**config.mk**
```make
export PLATFORM = sky130hd
export DESIGN_NAME = alu_share_arbiter_flat
export DESIGN_NICKNAME = d
export VERILOG_FILES = /design/src/rtl/alu_share_arbiter_if.sv /design/src/rtl/alu_share_arbiter.sv /design/src/flat_wrapper.sv
export SDC_FILE = /design/constraint.sdc
export NUM_CORES = 1
export LEC_CHECK = 0
export BUFFER_PORTS_ARGS = -buffer_cell sky130_fd_sc_hd__buf_2
export CAP_MARGIN = 10
export CORE_AREA = 2 2 121 123
export CTS_CLUSTER_DIAMETER = 30
export DETAILED_ROUTE_END_ITERATION = 7
export DIE_AREA = 0 0 123 125
export GPL_ROUTABILITY_DRIVEN = 0
export HOLD_SLACK_MARGIN = 0.15
export PLACE_DENSITY_LB_ADDON = 0.05
export SYNTH_ARGS = -nofsm -noshare
export SYNTH_HDL_FRONTEND = slang
export SYNTH_SLANG_ARGS = --single-unit
export TNS_END_PERCENT = 50
```
**constraint.sdc**
```tcl
create_clock -name clk -period 3.6 [get_ports clk]
set_input_delay 0.54 -clock clk [delete_from_list [all_inputs] [get_ports clk]]
set_output_delay 0.54 -clock clk [all_outputs]
set_load 0.02 [all_outputs]
```
**src/rtl/alu_share_arbiter_if.sv**
```systemverilog
// Bundle of request, response and shared-ALU signals for alu_share_arbiter.
// slave: arbiter side; master: requester/ALU environment side.
interface alu_share_arbiter_if #(
  parameter int unsigned W = 32
);
  logic         req0_valid;
  logic         req0_ready;
  logic [W-1:0] req0_a;
  logic [W-1:0] req0_b;
  logic [2:0]   req0_gin;
  logic         req1_valid;
  logic         req1_ready;
  logic [W-1:0] req1_a;
  logic [W-1:0] req1_b;
  logic [2:0]   req1_gin;

  logic         rsp0_valid;
  logic         rsp0_ready;
  logic [W-1:0] rsp0_result;
  logic         rsp0_z;
  logic         rsp0_n;
  logic         rsp0_v;
  logic         rsp1_valid;
  logic         rsp1_ready;
  logic [W-1:0] rsp1_result;
  logic         rsp1_z;
  logic         rsp1_n;
  logic         rsp1_v;

  logic [W-1:0] alu_a;
  logic [W-1:0] alu_b;
  logic [2:0]   alu_gin;
  logic [W-1:0] alu_sum;
  logic         alu_zout;
  logic         alu_nout;
  logic         alu_vout;

  modport slave (
    input  req0_valid, req0_a, req0_b, req0_gin,
    input  req1_valid, req1_a, req1_b, req1_gin,
    output req0_ready, req1_ready,
    output rsp0_valid, rsp0_result, rsp0_z, rsp0_n, rsp0_v,
    output rsp1_valid, rsp1_result, rsp1_z, rsp1_n, rsp1_v,
    input  rsp0_ready, rsp1_ready,
    output alu_a, alu_b, alu_gin,
    input  alu_sum, alu_zout, alu_nout, alu_vout
  );

  modport master (
    output req0_valid, req0_a, req0_b, req0_gin,
    output req1_valid, req1_a, req1_b, req1_gin,
    input  req0_ready, req1_ready,
    input  rsp0_valid, rsp0_result, rsp0_z, rsp0_n, rsp0_v,
    input  rsp1_valid, rsp1_result, rsp1_z, rsp1_n, rsp1_v,
    output rsp0_ready, rsp1_ready,
    input  alu_a, alu_b, alu_gin,
    output alu_sum, alu_zout, alu_nout, alu_vout
  );
endinterface

```
**src/rtl/alu_share_arbiter.sv**
```systemverilog
// Time-shares one external ALU between two requesters (IDLE -> EXEC -> RESP).
// ALU_ARB_FIXED_PRIO_EN: port 0 always wins contention; otherwise round-robin.
module alu_share_arbiter #(
  parameter int unsigned W = 32
) (
  input logic                clk,
  input logic                rst,
  alu_share_arbiter_if.slave bus
);
  typedef enum logic [1:0] {
    S_IDLE = 2'd0,
    S_EXEC = 2'd1,
    S_RESP = 2'd2
  } state_t;

  localparam logic [2:0] GIN_ADD   = 3'b010;
  localparam logic [2:0] GIN_SUB   = 3'b110;
  localparam logic [2:0] GIN_UNDEF = 3'b101;

  state_t       state_q, state_d;
  logic [W-1:0] a_q, a_d;
  logic [W-1:0] b_q, b_d;
  logic [2:0]   gin_q, gin_d;
  logic         port_q, port_d;
  logic [W-1:0] res_q, res_d;
  logic         z_q, z_d;
  logic         n_q, n_d;
  logic         v_q, v_d;

  logic win;
  logic accept;
  logic rsp_ready_sel;

`ifdef ALU_ARB_FIXED_PRIO_EN
  always_comb begin
    win = bus.req1_valid & ~bus.req0_valid;
  end
`else
  logic ptr_q, ptr_d;

  always_comb begin
    win = bus.req1_valid;
    if (bus.req0_valid && bus.req1_valid) win = ptr_q;
    ptr_d = accept ? ~win : ptr_q;
  end

  always_ff @(posedge clk) begin
    if (rst) ptr_q <= 1'b0;
    else     ptr_q <= ptr_d;
  end
`endif

  always_comb begin
    state_d = state_q;
    a_d     = a_q;
    b_d     = b_q;
    gin_d   = gin_q;
    port_d  = port_q;
    res_d   = res_q;
    z_d     = z_q;
    n_d     = n_q;
    v_d     = v_q;

    accept        = (state_q == S_IDLE) && (bus.req0_valid || bus.req1_valid);
    rsp_ready_sel = port_q ? bus.rsp1_ready : bus.rsp0_ready;

    unique case (state_q)
      S_IDLE: begin
        if (accept) begin
          a_d     = win ? bus.req1_a   : bus.req0_a;
          b_d     = win ? bus.req1_b   : bus.req0_b;
          gin_d   = win ? bus.req1_gin : bus.req0_gin;
          port_d  = win;
          state_d = S_EXEC;
        end
      end
      S_EXEC: begin
        // The ALU's vout is only meaningful for add/sub; 101 is not an ALU op at all.
        if (gin_q == GIN_UNDEF) begin
          res_d = '0;
          z_d   = 1'b1;
          n_d   = 1'b0;
          v_d   = 1'b0;
        end else begin
          res_d = bus.alu_sum;
          z_d   = bus.alu_zout;
          n_d   = bus.alu_nout;
          v_d   = ((gin_q == GIN_ADD) || (gin_q == GIN_SUB)) && bus.alu_vout;
        end
        state_d = S_RESP;
      end
      S_RESP: begin
        if (rsp_ready_sel) state_d = S_IDLE;
      end
      default: state_d = S_IDLE;
    endcase
  end

  always_ff @(posedge clk) begin
    if (rst) begin
      state_q <= S_IDLE;
      a_q     <= '0;
      b_q     <= '0;
      gin_q   <= '0;
      port_q  <= 1'b0;
      res_q   <= '0;
      z_q     <= 1'b0;
      n_q     <= 1'b0;
      v_q     <= 1'b0;
    end else begin
      state_q <= state_d;
      a_q     <= a_d;
      b_q     <= b_d;
      gin_q   <= gin_d;
      port_q  <= port_d;
      res_q   <= res_d;
      z_q     <= z_d;
      n_q     <= n_d;
      v_q     <= v_d;
    end
  end

  always_comb begin
    bus.req0_ready  = accept && !win;
    bus.req1_ready  = accept && win;
    bus.rsp0_valid  = (state_q == S_RESP) && !port_q;
    bus.rsp1_valid  = (state_q == S_RESP) && port_q;
    bus.rsp0_result = res_q;
    bus.rsp0_z      = z_q;
    bus.rsp0_n      = n_q;
    bus.rsp0_v      = v_q;
    bus.rsp1_result = res_q;
    bus.rsp1_z      = z_q;
    bus.rsp1_n      = n_q;
    bus.rsp1_v      = v_q;
    bus.alu_a       = a_q;
    bus.alu_b       = b_q;
    bus.alu_gin     = gin_q;
  end
endmodule

```
**src/flat_wrapper.sv**
```systemverilog
// flat-port wrapper written by rule: the top's interface ports become plain ports
module alu_share_arbiter_flat 
#(
  parameter int unsigned W = 32
)
  (clk, rst, bus_req0_valid, bus_req0_a, bus_req0_b, bus_req0_gin, bus_req1_valid, bus_req1_a, bus_req1_b, bus_req1_gin, bus_req0_ready, bus_req1_ready, bus_rsp0_valid, bus_rsp0_result, bus_rsp0_z, bus_rsp0_n, bus_rsp0_v, bus_rsp1_valid, bus_rsp1_result, bus_rsp1_z, bus_rsp1_n, bus_rsp1_v, bus_rsp0_ready, bus_rsp1_ready, bus_alu_a, bus_alu_b, bus_alu_gin, bus_alu_sum, bus_alu_zout, bus_alu_nout, bus_alu_vout);
  alu_share_arbiter_if #(.W(W)) bus_i ();
  input logic clk;
  input logic rst;
  input wire logic [$bits(bus_i.req0_valid)-1:0] bus_req0_valid;
  input wire logic [$bits(bus_i.req0_a)-1:0] bus_req0_a;
  input wire logic [$bits(bus_i.req0_b)-1:0] bus_req0_b;
  input wire logic [$bits(bus_i.req0_gin)-1:0] bus_req0_gin;
  input wire logic [$bits(bus_i.req1_valid)-1:0] bus_req1_valid;
  input wire logic [$bits(bus_i.req1_a)-1:0] bus_req1_a;
  input wire logic [$bits(bus_i.req1_b)-1:0] bus_req1_b;
  input wire logic [$bits(bus_i.req1_gin)-1:0] bus_req1_gin;
  output wire logic [$bits(bus_i.req0_ready)-1:0] bus_req0_ready;
  output wire logic [$bits(bus_i.req1_ready)-1:0] bus_req1_ready;
  output wire logic [$bits(bus_i.rsp0_valid)-1:0] bus_rsp0_valid;
  output wire logic [$bits(bus_i.rsp0_result)-1:0] bus_rsp0_result;
  output wire logic [$bits(bus_i.rsp0_z)-1:0] bus_rsp0_z;
  output wire logic [$bits(bus_i.rsp0_n)-1:0] bus_rsp0_n;
  output wire logic [$bits(bus_i.rsp0_v)-1:0] bus_rsp0_v;
  output wire logic [$bits(bus_i.rsp1_valid)-1:0] bus_rsp1_valid;
  output wire logic [$bits(bus_i.rsp1_result)-1:0] bus_rsp1_result;
  output wire logic [$bits(bus_i.rsp1_z)-1:0] bus_rsp1_z;
  output wire logic [$bits(bus_i.rsp1_n)-1:0] bus_rsp1_n;
  output wire logic [$bits(bus_i.rsp1_v)-1:0] bus_rsp1_v;
  input wire logic [$bits(bus_i.rsp0_ready)-1:0] bus_rsp0_ready;
  input wire logic [$bits(bus_i.rsp1_ready)-1:0] bus_rsp1_ready;
  output wire logic [$bits(bus_i.alu_a)-1:0] bus_alu_a;
  output wire logic [$bits(bus_i.alu_b)-1:0] bus_alu_b;
  output wire logic [$bits(bus_i.alu_gin)-1:0] bus_alu_gin;
  input wire logic [$bits(bus_i.alu_sum)-1:0] bus_alu_sum;
  input wire logic [$bits(bus_i.alu_zout)-1:0] bus_alu_zout;
  input wire logic [$bits(bus_i.alu_nout)-1:0] bus_alu_nout;
  input wire logic [$bits(bus_i.alu_vout)-1:0] bus_alu_vout;
  assign bus_i.req0_valid = bus_req0_valid;
  assign bus_i.req0_a = bus_req0_a;
  assign bus_i.req0_b = bus_req0_b;
  assign bus_i.req0_gin = bus_req0_gin;
  assign bus_i.req1_valid = bus_req1_valid;
  assign bus_i.req1_a = bus_req1_a;
  assign bus_i.req1_b = bus_req1_b;
  assign bus_i.req1_gin = bus_req1_gin;
  assign bus_req0_ready = bus_i.req0_ready;
  assign bus_req1_ready = bus_i.req1_ready;
  assign bus_rsp0_valid = bus_i.rsp0_valid;
  assign bus_rsp0_result = bus_i.rsp0_result;
  assign bus_rsp0_z = bus_i.rsp0_z;
  assign bus_rsp0_n = bus_i.rsp0_n;
  assign bus_rsp0_v = bus_i.rsp0_v;
  assign bus_rsp1_valid = bus_i.rsp1_valid;
  assign bus_rsp1_result = bus_i.rsp1_result;
  assign bus_rsp1_z = bus_i.rsp1_z;
  assign bus_rsp1_n = bus_i.rsp1_n;
  assign bus_rsp1_v = bus_i.rsp1_v;
  assign bus_i.rsp0_ready = bus_rsp0_ready;
  assign bus_i.rsp1_ready = bus_rsp1_ready;
  assign bus_alu_a = bus_i.alu_a;
  assign bus_alu_b = bus_i.alu_b;
  assign bus_alu_gin = bus_i.alu_gin;
  assign bus_i.alu_sum = bus_alu_sum;
  assign bus_i.alu_zout = bus_alu_zout;
  assign bus_i.alu_nout = bus_alu_nout;
  assign bus_i.alu_vout = bus_alu_vout;
  alu_share_arbiter #(.W(W)) u_core (.clk(clk), .rst(rst), .bus(bus_i));
endmodule
```
Word-level counts from Yosys, hierarchy flattened
Index checks and enable logic that the tools add are counted.
W data, S select, Z words.
{"block": "totals", "out_inout_bits": 141, "register_bits": 106, "inputBits": 175, "wordCells": 44}
{"block": "op_classes", "muxes": 12, "n_eq_ne": 7, "bitwise": 1, "n_reduce_logical": 14}
{"op": "$mux W32", "count": 3}
{"op": "$logic_and A1 B1 Y1", "count": 7}
{"op": "$eq A3 B3 Y1 const B", "count": 2}
{"op": "$pmux W2 S3", "count": 1}
{"op": "$mux W1", "count": 5}
{"op": "$mux W2", "count": 2}
{"op": "$ne A2 B1 Y1 const B", "count": 2}
{"op": "$reduce_and A2 Y1", "count": 2}
{"op": "$eq A3 B2 Y1 const B", "count": 1}
{"op": "$mux W3", "count": 1}
{"op": "$eq A2 B1 Y1 const B", "count": 1}
{"op": "$eq A2 B2 Y1 const B", "count": 1}
{"op": "$logic_not A1 Y1", "count": 2}
{"op": "$logic_not A2 Y1", "count": 1}
{"op": "$logic_or A1 B1 Y1", "count": 2}
{"op": "$not A1 Y1", "count": 1}

Longest topological paths before layout
{"block": "logic_depth", "ltp_word": 4, "depth_mapped": 7, "depth_no_buf": 3}

Worst setup path before layout
No wires, ideal clock.
{"block": "synth_path", "kind": "input to output", "startpoint": "input port bus_req1_valid", "endpoint": "output port bus_req0_ready", "path_stages": 6, "required_ns": 3.060, "path_slack_ns": 1.634, "n_path_buf": 3, "arrival_time_ns": 1.426, "path_cell_list": "buf_6 -> a211oi_4 -> buf_6 -> buf_6 -> nand2_1 -> inv_1"}
{"block": "synth_via", "elab_chain_cells": 4, "elab_cells_between_ends": 6, "cone_classes": "mux: 1; reduce/logical: 5"}
{"item": "start: declaration", "line_no": "flat_wrapper.sv:14", "text": "input wire logic [$bits(bus_i.req1_valid)-1:0] bus_req1_valid;"}
{"item": "$logic_and A1 B1 Y1", "line_no": "alu_share_arbiter.sv:43", "text": "if (bus.req0_valid && bus.req1_valid) win = ptr_q;"}
{"item": "$mux W1", "line_no": "alu_share_arbiter.sv:43"}
{"item": "$logic_not A1 Y1", "line_no": "alu_share_arbiter.sv:124", "text": "bus.req0_ready = accept && !win;"}
{"item": "$logic_and A1 B1 Y1 *", "line_no": "alu_share_arbiter.sv:124"}
{"item": "end: declaration", "line_no": "flat_wrapper.sv:18", "text": "output wire logic [$bits(bus_i.req0_ready)-1:0] bus_req0_ready;"}
Mark *: on every way between the ends. The rest lies on a longest branch, timed or not.

Final worst setup path
{"block": "layout_path", "startpoint": "input port bus_req0_valid", "endpoint": "output port bus_req1_ready"}
{"block": "layout_via", "elab_chain_cells": 3, "elab_cells_between_ends": 5, "cone_classes": "mux: 1; reduce/logical: 4"}
{"item": "start: declaration", "line_no": "flat_wrapper.sv:10", "text": "input wire logic [$bits(bus_i.req0_valid)-1:0] bus_req0_valid;"}
{"item": "$logic_and A1 B1 Y1 / $logic_or A1 B1 Y1 (equally long branches)", "line_no": "alu_share_arbiter.sv:43, alu_share_arbiter.sv:64"}
{"item": "$mux W1 / $logic_and A1 B1 Y1 (equally long branches)", "line_no": "alu_share_arbiter.sv:43, alu_share_arbiter.sv:64"}
{"item": "$logic_and A1 B1 Y1 *", "line_no": "alu_share_arbiter.sv:125", "text": "bus.req1_ready = accept && win;"}
{"item": "end: declaration", "line_no": "flat_wrapper.sv:19", "text": "output wire logic [$bits(bus_i.req1_ready)-1:0] bus_req1_ready;"}
Marks and branches as above.

==> run metrics <==
#FFs+latches synth approximately 110; Vias between 5000 and 6000; Final Max Tran Viols 0; Worst Tran Pin Value 1.161 ns; largest net degree at the start of global routing ~110; Starting Density roughly 35%; final hold vios 0; maximum fanout along the worst path 29; die width roughly 120 um; Routed Antenna Nets 0; CP max stage delay between 0.4 and 0.5 ns; post-CTS sizing 0; clock root buffer master clkbuf_16; number of synthesized flops with an enable pin 0; site row count 44; vias in the first global route between 5000 and 6000; Switching Fraction ~33%; most used cell, CP buf_2; # diodes 0; Mapped Avg Cell Area around 8 um2; TritonRoute pass-1 iters 7; Post-Synth Adder-Cell Area 0%; ys flop type dfxtp_1; Synth Area in Compound Gates ~20%; Tot GR Track Use a little under a quarter; RSZ-0062 raised after global routing false; Port Buffer Count between 300 and 400; Final setup viols 0; Nets 1013; vias per cell 5.448; share of layout cells above drive strength 1 between 40% and 50%; area share of and/or/nand/nor cells after synthesis roughly a quarter; final critical-path share of the clock period ~71%; Slew HR between 20% and 30%; crit-path cells buf_2, nand2b_2, nand3_1, inv_1, buf_2; grt total ovfl 0; Clock Path Buffers 2; kind of critical path primary input to output port; drc violations 0; first-pass GRT wire length between 20000 and 30000 um; largest family of logic cells by synthesized area simple AND/OR/NAND/NOR gates; routed wire length 18480 um; Unique masters post-synth 26; initial DRC count approximately 280; Worst Path Arrival around 2.0 ns; status finished, final reports clean; power after layout a little over 3000 uW; Worst Setup Start Kind primary input; number of warning messages in the yosys log 0; leakage power just under 0.003 uW; Clock Sinks around 110; Area Overhead vs Synth 31.79%; max frequency around 400 MHz; Comb power frac approximately a quarter; Mapped Nets about 800; final-layout fill cell count about 1500; total CTS buffers 9; Flop pwr share about 43%; Period minus WS final 2.541 ns; mux share of post-synthesis cell area less than 1%; max_cap viols 0; Async S/R FF share, synth 0%; clk_lat worst skew 0.35 ns; PwrDens between 400 and 500 mW/mm2; I/O pin count around 320; critical path's slowest cell nand2b_2; clock share of power just over 30%; Mapped Area about 0.0049 mm2; CTS tree yes; crit end category output port; clock-pin slew of the registers on the worst-case setup and hold paths ~0.070 ns; die area between 0.015 and 0.02 mm2; skew final ~0.007 ns; die height ~130 um; Synth Area in XOR/XNOR 0%; Psw around 1000 uW; CTS Hold Bufs 0; Setup TNS Final 0 ns; Post-CTS Repair Setup Buffers 0; cell count after synthesis between 600 and 700; Core Footprint about 0.014 mm2; initial antenna violation count 0; dpl hpwl ~12000 um; cell internal pwr a little over 2000 uW; WL per Instance 17.99 um; VDD IR max roughly 0.22 mV; H-Tree Depth 3; Critical Path RT slightly above 3 ns; sequential share of the synthesized area 43.28%; HP Class primary input to flop
## routing by layer
metal | vias up | global-route usage [%] | routed length (um)
li1 | 2685 | - | -
met1 | 2604 | 27.00 | 7355
met2 | 271 | 39.29 | 9043
met3 | 35 | 5.931 | 1536
met4 | 0 | 9.559 | 541
met5 | - | 0 | 0
## per-stage QoR
| stage | instances | util [%] | setup slack (ns) | area (um2) | hold WS (ns) |
|---|---|---|---|---|---|
| final | 1027 | 45.50 | 1.059 | 6462 | 0.4452 |
| after global routing | 1027 | 45.50 | 0.9124 | 6462 | 0.4428 |
| after CTS | 1027 | 45.50 | 1.037 | 6462 | 0.4322 |
| after detailed placement | 1011 | 43.45 | 1.041 | 6171 | 0.4569 |
| after global placement | 1011 | 43.45 | 1.051 | 6171 | 0.4484 |
| after floorplan | 612 | - | 1.634 | 4903 | 0.4940 |
## logic make-up (layout without fill, tap and decap cells)
kind of cell,after synthesis,count (layout)
AO/OA/AOI/OAI,175,175
buffers and inverters,114,345
flip-flops,106,106
multiplexers,1,1
AND/OR/NAND/NOR,216,216
## final timing paths
path	startpoint	to	slack, ns	depth (start not counted)
min	bus_alu_sum[27]	u_core.bus.rsp0_result[27]$_SDFFE_PP0N_	0.45	3
max reg2reg	u_core.ptr_q$_SDFFE_PP0P_	u_core.bus.alu_a[29]$_SDFFE_PP0P_	1.67	4
max	bus_req0_valid	bus_req1_ready	1.06	5
min reg2reg	u_core.bus.rsp0_result[23]$_SDFFE_PP0N_	u_core.bus.rsp0_result[23]$_SDFFE_PP0N_	0.46	2
## cell usage after synthesis (2+ instances only)
cell type | number | area [um2]
o21ai_1 | 69 | 345.3
nand2b_1 | 2 | 12.51
dfxtp_1 | 106 | 2122
nand3_1 | 101 | 505.5
inv_1 | 3 | 11.26
a21oi_1 | 37 | 185.2
nor2_2 | 2 | 12.51
buf_1 | 4 | 15.01
buf_2 | 28 | 140.1
a31oi_1 | 67 | 419.2
buf_6 | 5 | 56.30
nand4_1 | 67 | 419.2
clkbuf_1 | 34 | 127.6
nand3b_1 | 2 | 15.01
buf_4 | 40 | 300.3
nand2_1 | 35 | 131.4
## power groups by stage
stage / logic, uW / clock network (uW) / registers (uW)
2_1_floorplan: 428 / 0 / 1480
3_3_place_gp: 801 / 0 / 1360
3_5_place_dp: 807 / 0 / 1360
4_1_cts: 808 / 997 / 1340
5_1_grt: 873 / 1040 / 1350
6_report: 802 / 966 / 1340
## critical path: cells and delay by family
| family | cells | cell delay, ns |
|---|---|---|
| buf+inv | 3 | 0.67 |
| simple gates | 2 | 0.77 |
## flip-flops by register name, indices dropped and copies added (netlist names)
register / cells
u_core.bus.alu_a: 32
u_core.bus.alu_b: 32
u_core.bus.rsp0_result: 32
u_core.bus.alu_gin: 3
u_core.state_q: 2
u_core.bus.rsp0_n: 1
u_core.bus.rsp0_v: 1
u_core.bus.rsp0_z: 1
u_core.port_q: 1
u_core.ptr_q: 1
## layout by cell type, fill, tap and decap left out
| master | synthesis | routed |
|---|---|---|
| or2_2 | 0 | 1 |
| clkinvlp_4 | 0 | 2 |
| nor2_1 | 1 | 1 |
| clkinv_2 | 0 | 2 |
| nor3_1 | 1 | 1 |
| and3b_1 | 1 | 1 |
| nand2b_2 | 0 | 1 |
| a31oi_1 | 67 | 67 |
| nor2_4 | 0 | 2 |
| buf_2 | 28 | 314 |
| a311oi_1 | 1 | 1 |
| nand2b_1 | 2 | 1 |
| nor3b_1 | 1 | 1 |
| inv_1 | 3 | 3 |
| a21oi_1 | 37 | 37 |
| mux2i_1 | 1 | 1 |
| o21ai_1 | 69 | 69 |
| nand2_1 | 35 | 35 |
| clkbuf_8 | 0 | 3 |
| nand4b_1 | 1 | 1 |
| nor2b_2 | 0 | 1 |
| a211oi_4 | 1 | 1 |
| nand4_1 | 67 | 67 |
| clkbuf_16 | 0 | 9 |
| buf_4 | 40 | 12 |
| nand3b_1 | 2 | 2 |
| nand3_1 | 101 | 101 |
| dfxtp_1 | 106 | 106 |
## cell type report
type / instances / area [um2] / share of cell area, %
Multi-Input combinational cell: 392 / 2146 / 33.20
Sequential cell: 106 / 2122 / 32.84
Timing Repair Buffer: 326 / 1662 / 25.71
Clock buffer: 12 / 266.5 / 4.124
Tap cell: 184 / 230.2 / 3.562
Clock inverter: 4 / 25.02 / 0.3872
Inverter: 3 / 11.26 / 0.1742
No activity file was read; power rests on OpenSTA's default activity.
